**src/rtl/alu_pkg.sv**
```systemverilog
// Shared definitions for the ALU issue stage: widths, opcode map and instruction field layout.
package alu_pkg;
  localparam int unsigned XLEN   = 32;
  localparam int unsigned NREG   = 8;
  localparam int unsigned OPW    = 5;
  localparam int unsigned MAX_OP = 13;
  localparam int unsigned RAW    = 3;

  localparam logic [OPW-1:0] OP_ADD = 5'd0;
  localparam logic [OPW-1:0] OP_SUB = 5'd1;
  localparam logic [OPW-1:0] OP_AND = 5'd2;
  localparam logic [OPW-1:0] OP_OR  = 5'd3;

  localparam int unsigned OP_LSB  = 27;
  localparam int unsigned RD_LSB  = 24;
  localparam int unsigned RS1_LSB = 21;
  localparam int unsigned RS2_LSB = 18;
  localparam int unsigned IMM_BIT = 17;

  typedef enum logic {
    ST_RUN,
    ST_STALL
  } issue_state_t;
endpackage

```
**src/rtl/alu_regfile.sv**
```systemverilog
// Register file: two async read ports, one sync write port, R0 hardwired to zero, write-through bypass.
module alu_regfile
  import alu_pkg::*;
#(
  parameter int unsigned XLEN = alu_pkg::XLEN,
  parameter int unsigned NREG = alu_pkg::NREG
) (
  input  logic                    clk,
  input  logic                    rst_n,
  input  logic [$clog2(NREG)-1:0] raddr1,
  input  logic [$clog2(NREG)-1:0] raddr2,
  output logic [XLEN-1:0]         rdata1,
  output logic [XLEN-1:0]         rdata2,
  input  logic                    we,
  input  logic [$clog2(NREG)-1:0] waddr,
  input  logic [XLEN-1:0]         wdata
);
  logic [XLEN-1:0] mem [NREG];
  logic            wr_en;

  assign wr_en = we & (waddr != '0);

  always_ff @(posedge clk or negedge rst_n) begin
    if (!rst_n) begin
      for (int unsigned i = 0; i < NREG; i++) mem[i] <= '0;
    end else if (wr_en) begin
      mem[waddr] <= wdata;
    end
  end

  always_comb begin
    rdata1 = '0;
    rdata2 = '0;
    if (raddr1 != '0) rdata1 = (wr_en && waddr == raddr1) ? wdata : mem[raddr1];
    if (raddr2 != '0) rdata2 = (wr_en && waddr == raddr2) ? wdata : mem[raddr2];
  end
endmodule

```
**src/rtl/alu_issue_stage.sv**
```systemverilog
// Decode/issue stage ahead of the ALU: operand read, scoreboard hazard stall, registered ALU drive.
module alu_issue_stage
  import alu_pkg::*;
#(
  parameter int unsigned XLEN   = alu_pkg::XLEN,
  parameter int unsigned NREG   = alu_pkg::NREG,
  parameter int unsigned OPW    = alu_pkg::OPW,
  parameter int unsigned MAX_OP = alu_pkg::MAX_OP
) (
  input  logic            clk,
  input  logic            rst_n,
  input  logic            instr_valid,
  input  logic [31:0]     instr,
  output logic            instr_ready,
  input  logic            wb_valid,
  input  logic [2:0]      wb_rd,
  input  logic [XLEN-1:0] wb_data,
  output logic [OPW-1:0]  alu_opcode,
  output logic [XLEN-1:0] alu_a,
  output logic [XLEN-1:0] alu_b,
  output logic            alu_enable,
  output logic [2:0]      alu_rd,
  output logic            illegal_op
);
  logic [OPW-1:0]  op;
  logic [RAW-1:0]  rd, rs1, rs2;
  logic            use_imm;
  logic [15:0]     imm16;
  logic            unused_bit;
  logic [XLEN-1:0] rdata1, rdata2, b_val;
  logic [NREG-1:0] sb, sb_clr, sb_eff, sb_next;
  logic            hazard, accept, legal, issue, bad;
  issue_state_t    state, state_next;

  assign op         = instr[OP_LSB +: OPW];
  assign rd         = instr[RD_LSB +: RAW];
  assign rs1        = instr[RS1_LSB +: RAW];
  assign rs2        = instr[RS2_LSB +: RAW];
  assign use_imm    = instr[IMM_BIT];
  assign imm16      = instr[15:0];
  assign unused_bit = instr[16];

  alu_regfile #(.XLEN(XLEN), .NREG(NREG)) u_regfile (
    .clk    (clk),
    .rst_n  (rst_n),
    .raddr1 (rs1),
    .raddr2 (rs2),
    .rdata1 (rdata1),
    .rdata2 (rdata2),
    .we     (wb_valid),
    .waddr  (wb_rd),
    .wdata  (wb_data)
  );

  // A writeback landing this cycle already frees its register for the hazard check.
  assign sb_clr = wb_valid ? (NREG'(1) << wb_rd) : '0;
  assign sb_eff = sb & ~sb_clr;
  assign hazard = sb_eff[rs1] | (~use_imm & sb_eff[rs2]) | ((rd != '0) & sb_eff[rd]);
  assign legal  = (op <= OPW'(MAX_OP));
  assign accept = instr_valid & ~hazard;
  assign b_val  = use_imm ? {{(XLEN-16){imm16[15]}}, imm16} : rdata2;

  always_ff @(posedge clk or negedge rst_n) begin
    if (!rst_n) state <= ST_RUN;
    else        state <= state_next;
  end

  always_comb begin
    state_next = state;
    case (state)
      ST_RUN:   if (instr_valid && hazard) state_next = ST_STALL;
      ST_STALL: if (accept || !instr_valid) state_next = ST_RUN;
      default:  state_next = ST_RUN;
    endcase
  end

  always_comb begin
    instr_ready = ~hazard;
    issue       = accept & legal;
    bad         = accept & ~legal;
  end

  always_comb begin
    sb_next = sb & ~sb_clr;
    if (issue && rd != '0) sb_next[rd] = 1'b1;
  end

  always_ff @(posedge clk or negedge rst_n) begin
    if (!rst_n) begin
      sb         <= '0;
      alu_opcode <= '0;
      alu_a      <= '0;
      alu_b      <= '0;
      alu_rd     <= '0;
      alu_enable <= 1'b0;
      illegal_op <= 1'b0;
    end else begin
      sb         <= sb_next;
      alu_enable <= issue;
      illegal_op <= bad;
      if (issue) begin
        alu_opcode <= op;
        alu_a      <= rdata1;
        alu_b      <= b_val;
        alu_rd     <= rd;
      end
    end
  end
endmodule

```
**config.mk**
```make
export PLATFORM = sky130hd
export DESIGN_NAME = alu_issue_stage
export DESIGN_NICKNAME = d
export VERILOG_FILES = /design/src/rtl/alu_pkg.sv /design/src/rtl/alu_regfile.sv /design/src/rtl/alu_issue_stage.sv
export SDC_FILE = /design/constraint.sdc
export NUM_CORES = 1
export LEC_CHECK = 0
export ABC_AREA = 1
export CAP_MARGIN = 15
export CORE_UTILIZATION = 35
export CTS_CLUSTER_DIAMETER = 200
export DETAILED_ROUTE_END_ITERATION = 10
export GPL_TIMING_DRIVEN = 0
export SYNTH_ARGS = -nofsm -noshare
export SYNTH_HDL_FRONTEND = slang
export SYNTH_SLANG_ARGS = --single-unit
```
**constraint.sdc**
```tcl
create_clock -name clk -period 2.65 [get_ports clk]
set_input_delay 0.53 -clock clk [delete_from_list [all_inputs] [get_ports clk]]
set_output_delay 0.53 -clock clk [all_outputs]
set_load 0.03 [all_outputs]
```
==> results.toml <==
[outcome]
status = "finished, violations left"
violations = "setup timing"

[placed_design]
port_buffers = 141
place.detailed.hpwl_mm = 46.9
place_ws_ps = -1360
placed_cells = 2710
dpl-instance-area_sq_um = 17500
globalplace.congestion = 0.990

[synthesis]
ys_seq_elements = 306
synth.distinct_cells = 28
syn_area_per_cell_sq_um = 7.72
synthCells = 1981
yosysSeqAreaShare = 0.501
synth_top_flop_cell = "dfrtp_1"
synth_top_area_cell = "dfrtp_1"
ys.warnings.count = 0
postSynthNetCount = 2052
synth_area_sq_um = 15300
synth_top_area_frac = 0.501
yosys-top-cells-area = "dfrtp_1 (50%), nand2_1 (15%), o21ai_0 (13%)"
async_reset_ff_frac = 1.00
synth_edf_count = 0

[cells_and_area]
drive_gt1_frac = 0.0783
layout_common_cells = "nand2_1 (614), o21ai_0 (396), dfrtp_1 (306)"
antenna_cells = 0
utilization = 0.441
final_cell_area_sq_um = 19000
seqCellArea_sq_um = 7660
syn2layout_area_growth_pct = 24.2
final_common_cell = "nand2_1"
nets = 2241
nFillCells = 4329
fin_cells = 2783
multi_input_area_sq_um = 6710

[critical_path]
criticalPathCategory = "input pin to primary output"
critPathMaxStageDelay_ps = 500
cp_max_fo = 4
cp_slowest_cell = "clkdlybuf4s50_1"
crit_arrival_ps = 2150
start_kind = "input pin"
worstPathRequired_ps = 2120
cp_cell_sequence = "clkdlybuf4s50_1, inv_1, nor2_4, nand2_2, nand3_1, nand2_1, nor2_1, nand2_1, nand2_1, nand2_2, a21oi_4, buf_6"
cp_top_family = "buffers and inverters"
cp-end-kind = "primary output"
critPathBufInv = 3
crit_top_cell = "nand2_1"

[job]
maxCapViolations = 0

[timing]
drv_slew = 0
fmax_mhz = 374
hold_slack_ps = 303
finalClockSkew_ps = 24.7
final-hold-violation-count = 0
slew_headroom = 0.297
finalSetupViolCount = 3
finalCritPeriodShare = 1.01
fin_crit_ps = 2680
finalWorstSetupSlack_ps = -25.1
rsz0062_at_grt = "true"
worstMarginPinSlew_ps = 1050

[min_path]
hp-class = "input pin to flip-flop"

[clock_network]
cts_buffers = 37
cts_tree = "done"
cts_buffer_depth = 3
clk_latency_ps = 550
h-tree-depth = 2
path_clk_slew_ps = 50
clockRootBuffer = "clkbuf_16"
cts.sinks = 306

[routing]
first_pass_iters = 6
wl_met2_mm = 29.9
wl_per_cell_microns = 25.1
drtIter0Drc = 2183
vias_per_cell = 5.83
vias = 16200
top_layer = "met4"
drc_errors = 0
drt-total-wl_mm = 69.9
drtAntennaViolNets = 0
dr_wl_met3_mm = 8.03
met1Wirelength_mm = 27.3

[power_and_ir_drop]
vdd_drop_max_mv = 0.512
p_leak_nw = 8.94
p_per_area_nw_per_um2 = 835

[global_route]
grt_pass1_vias = 15500
grtUsageTotal = 0.313
grt_max_degree = 122
grt_overflow = 0
antenna_found_initial = 1
grt_pass1_wl_mm = 102

[floorplanning]
fp.coreArea_sq_um = 43100
die-area_sq_um = 44500
io_pins = 146
fp.dieW_microns = 211
row_count = 76
start_util = 0.355
die_h_microns = 211
==> flip-flops by register name, indices dropped and copies added, names as in the netlist <==
name	flops
alu_a	32
illegal_op	1
alu_opcode	5
alu_rd	3
sb	8
alu_enable	1
alu_b	32
u_regfile.mem	224
==> Yosys cell counts (6+ instances only) <==
library cell	n
nand3_1	71
inv_1	80
o211ai_1	33
buf_2	12
inv_2	6
o31ai_1	7
buf_1	13
nor2_1	112
clkbuf_1	113
o22ai_1	97
o221ai_1	27
a21oi_1	54
o21ai_0	396
dfrtp_1	306
buf_6	8
nand2_1	623
==> worst register-to-register path, cell delays in order (launching register included) <==
cell,delay [ps]
dfrtp_1,400
nand2_1,140
nand2_1,60
nand2_1,60
nor2_1,40
nand2_1,50
nand2_1,100
nand2_1,90
nand3_2,110
nor2_4,160
buf_6,230
buf_6,180
nand2_1,190
nand2_1,120
==> through the flow <==
stage | setup TNS, ps | power, mW
after CTS | -113 | 15.8
final | -27.4 | 15.9
after global placement | -4021750 | 10.3
after detailed placement | -96390 | 10.3
after floorplan | 0 | 8.55
after global routing | -165 | 16.5
==> per-layer routing <==
metal  GRT usage  vias up
met2       0.459     1056
met4       0.192        0
met5           0        -
met3      0.0789      239
met1       0.412     7855
li1            -     7071
==> kinds of logic (layout without fill, tap and decap cells) <==
group	Yosys count	in the layout	share of synthesized area
compound gates	622	622	0.227
xor+xnor	3	3	0.00172
buf+inv	238	455	0.0641
flops	306	306	0.501
simple gates	812	812	0.207
==> cell type report <==
type / instances / share of cell area
clock inverter: 15 / 0.0106
inverter: 89 / 0.0182
buffer: 149 / 0.0385
multi-input combinational: 1437 / 0.353
timing repair buffer: 150 / 0.0803
sequential: 306 / 0.403
clock buffer: 52 / 0.0575
tap: 585 / 0.0385
==> where the power goes <==
group          internal [mW]  switching (mW)  total (mW)  leakage, nW
sequential              5.66           0.726        6.39         3.88
combinational           1.49            2.51        4.00         4.41
clock                   3.28            2.19        5.47        0.646
==> timing repair <==
action,CTS,global route
gates resized for setup,60,59
hold endpoints to repair,2,0
setup endpoints to repair,73,52
hold buffers,1,0
pin swaps,0,1
buffers inserted,2,3
==> worst paths after layout <==
check | from | slack [ps] | end | cells past startpoint
max in group asynchronous | rst_n | 600 | u_regfile.mem[47] | 4
worst max-delay path | wb_valid | -30 | instr_ready | 12
worst min-delay path | instr[24] | 300 | alu_rd[0] | 3
worst min register to register | alu_a[12] | 460 | alu_a[12] | 2
worst max register to register | sb[7] | 660 | alu_a[19] | 13
min in group asynchronous | rst_n | 530 | alu_a[7] | 2
Note: power is estimated with default switching activity, not from simulation.
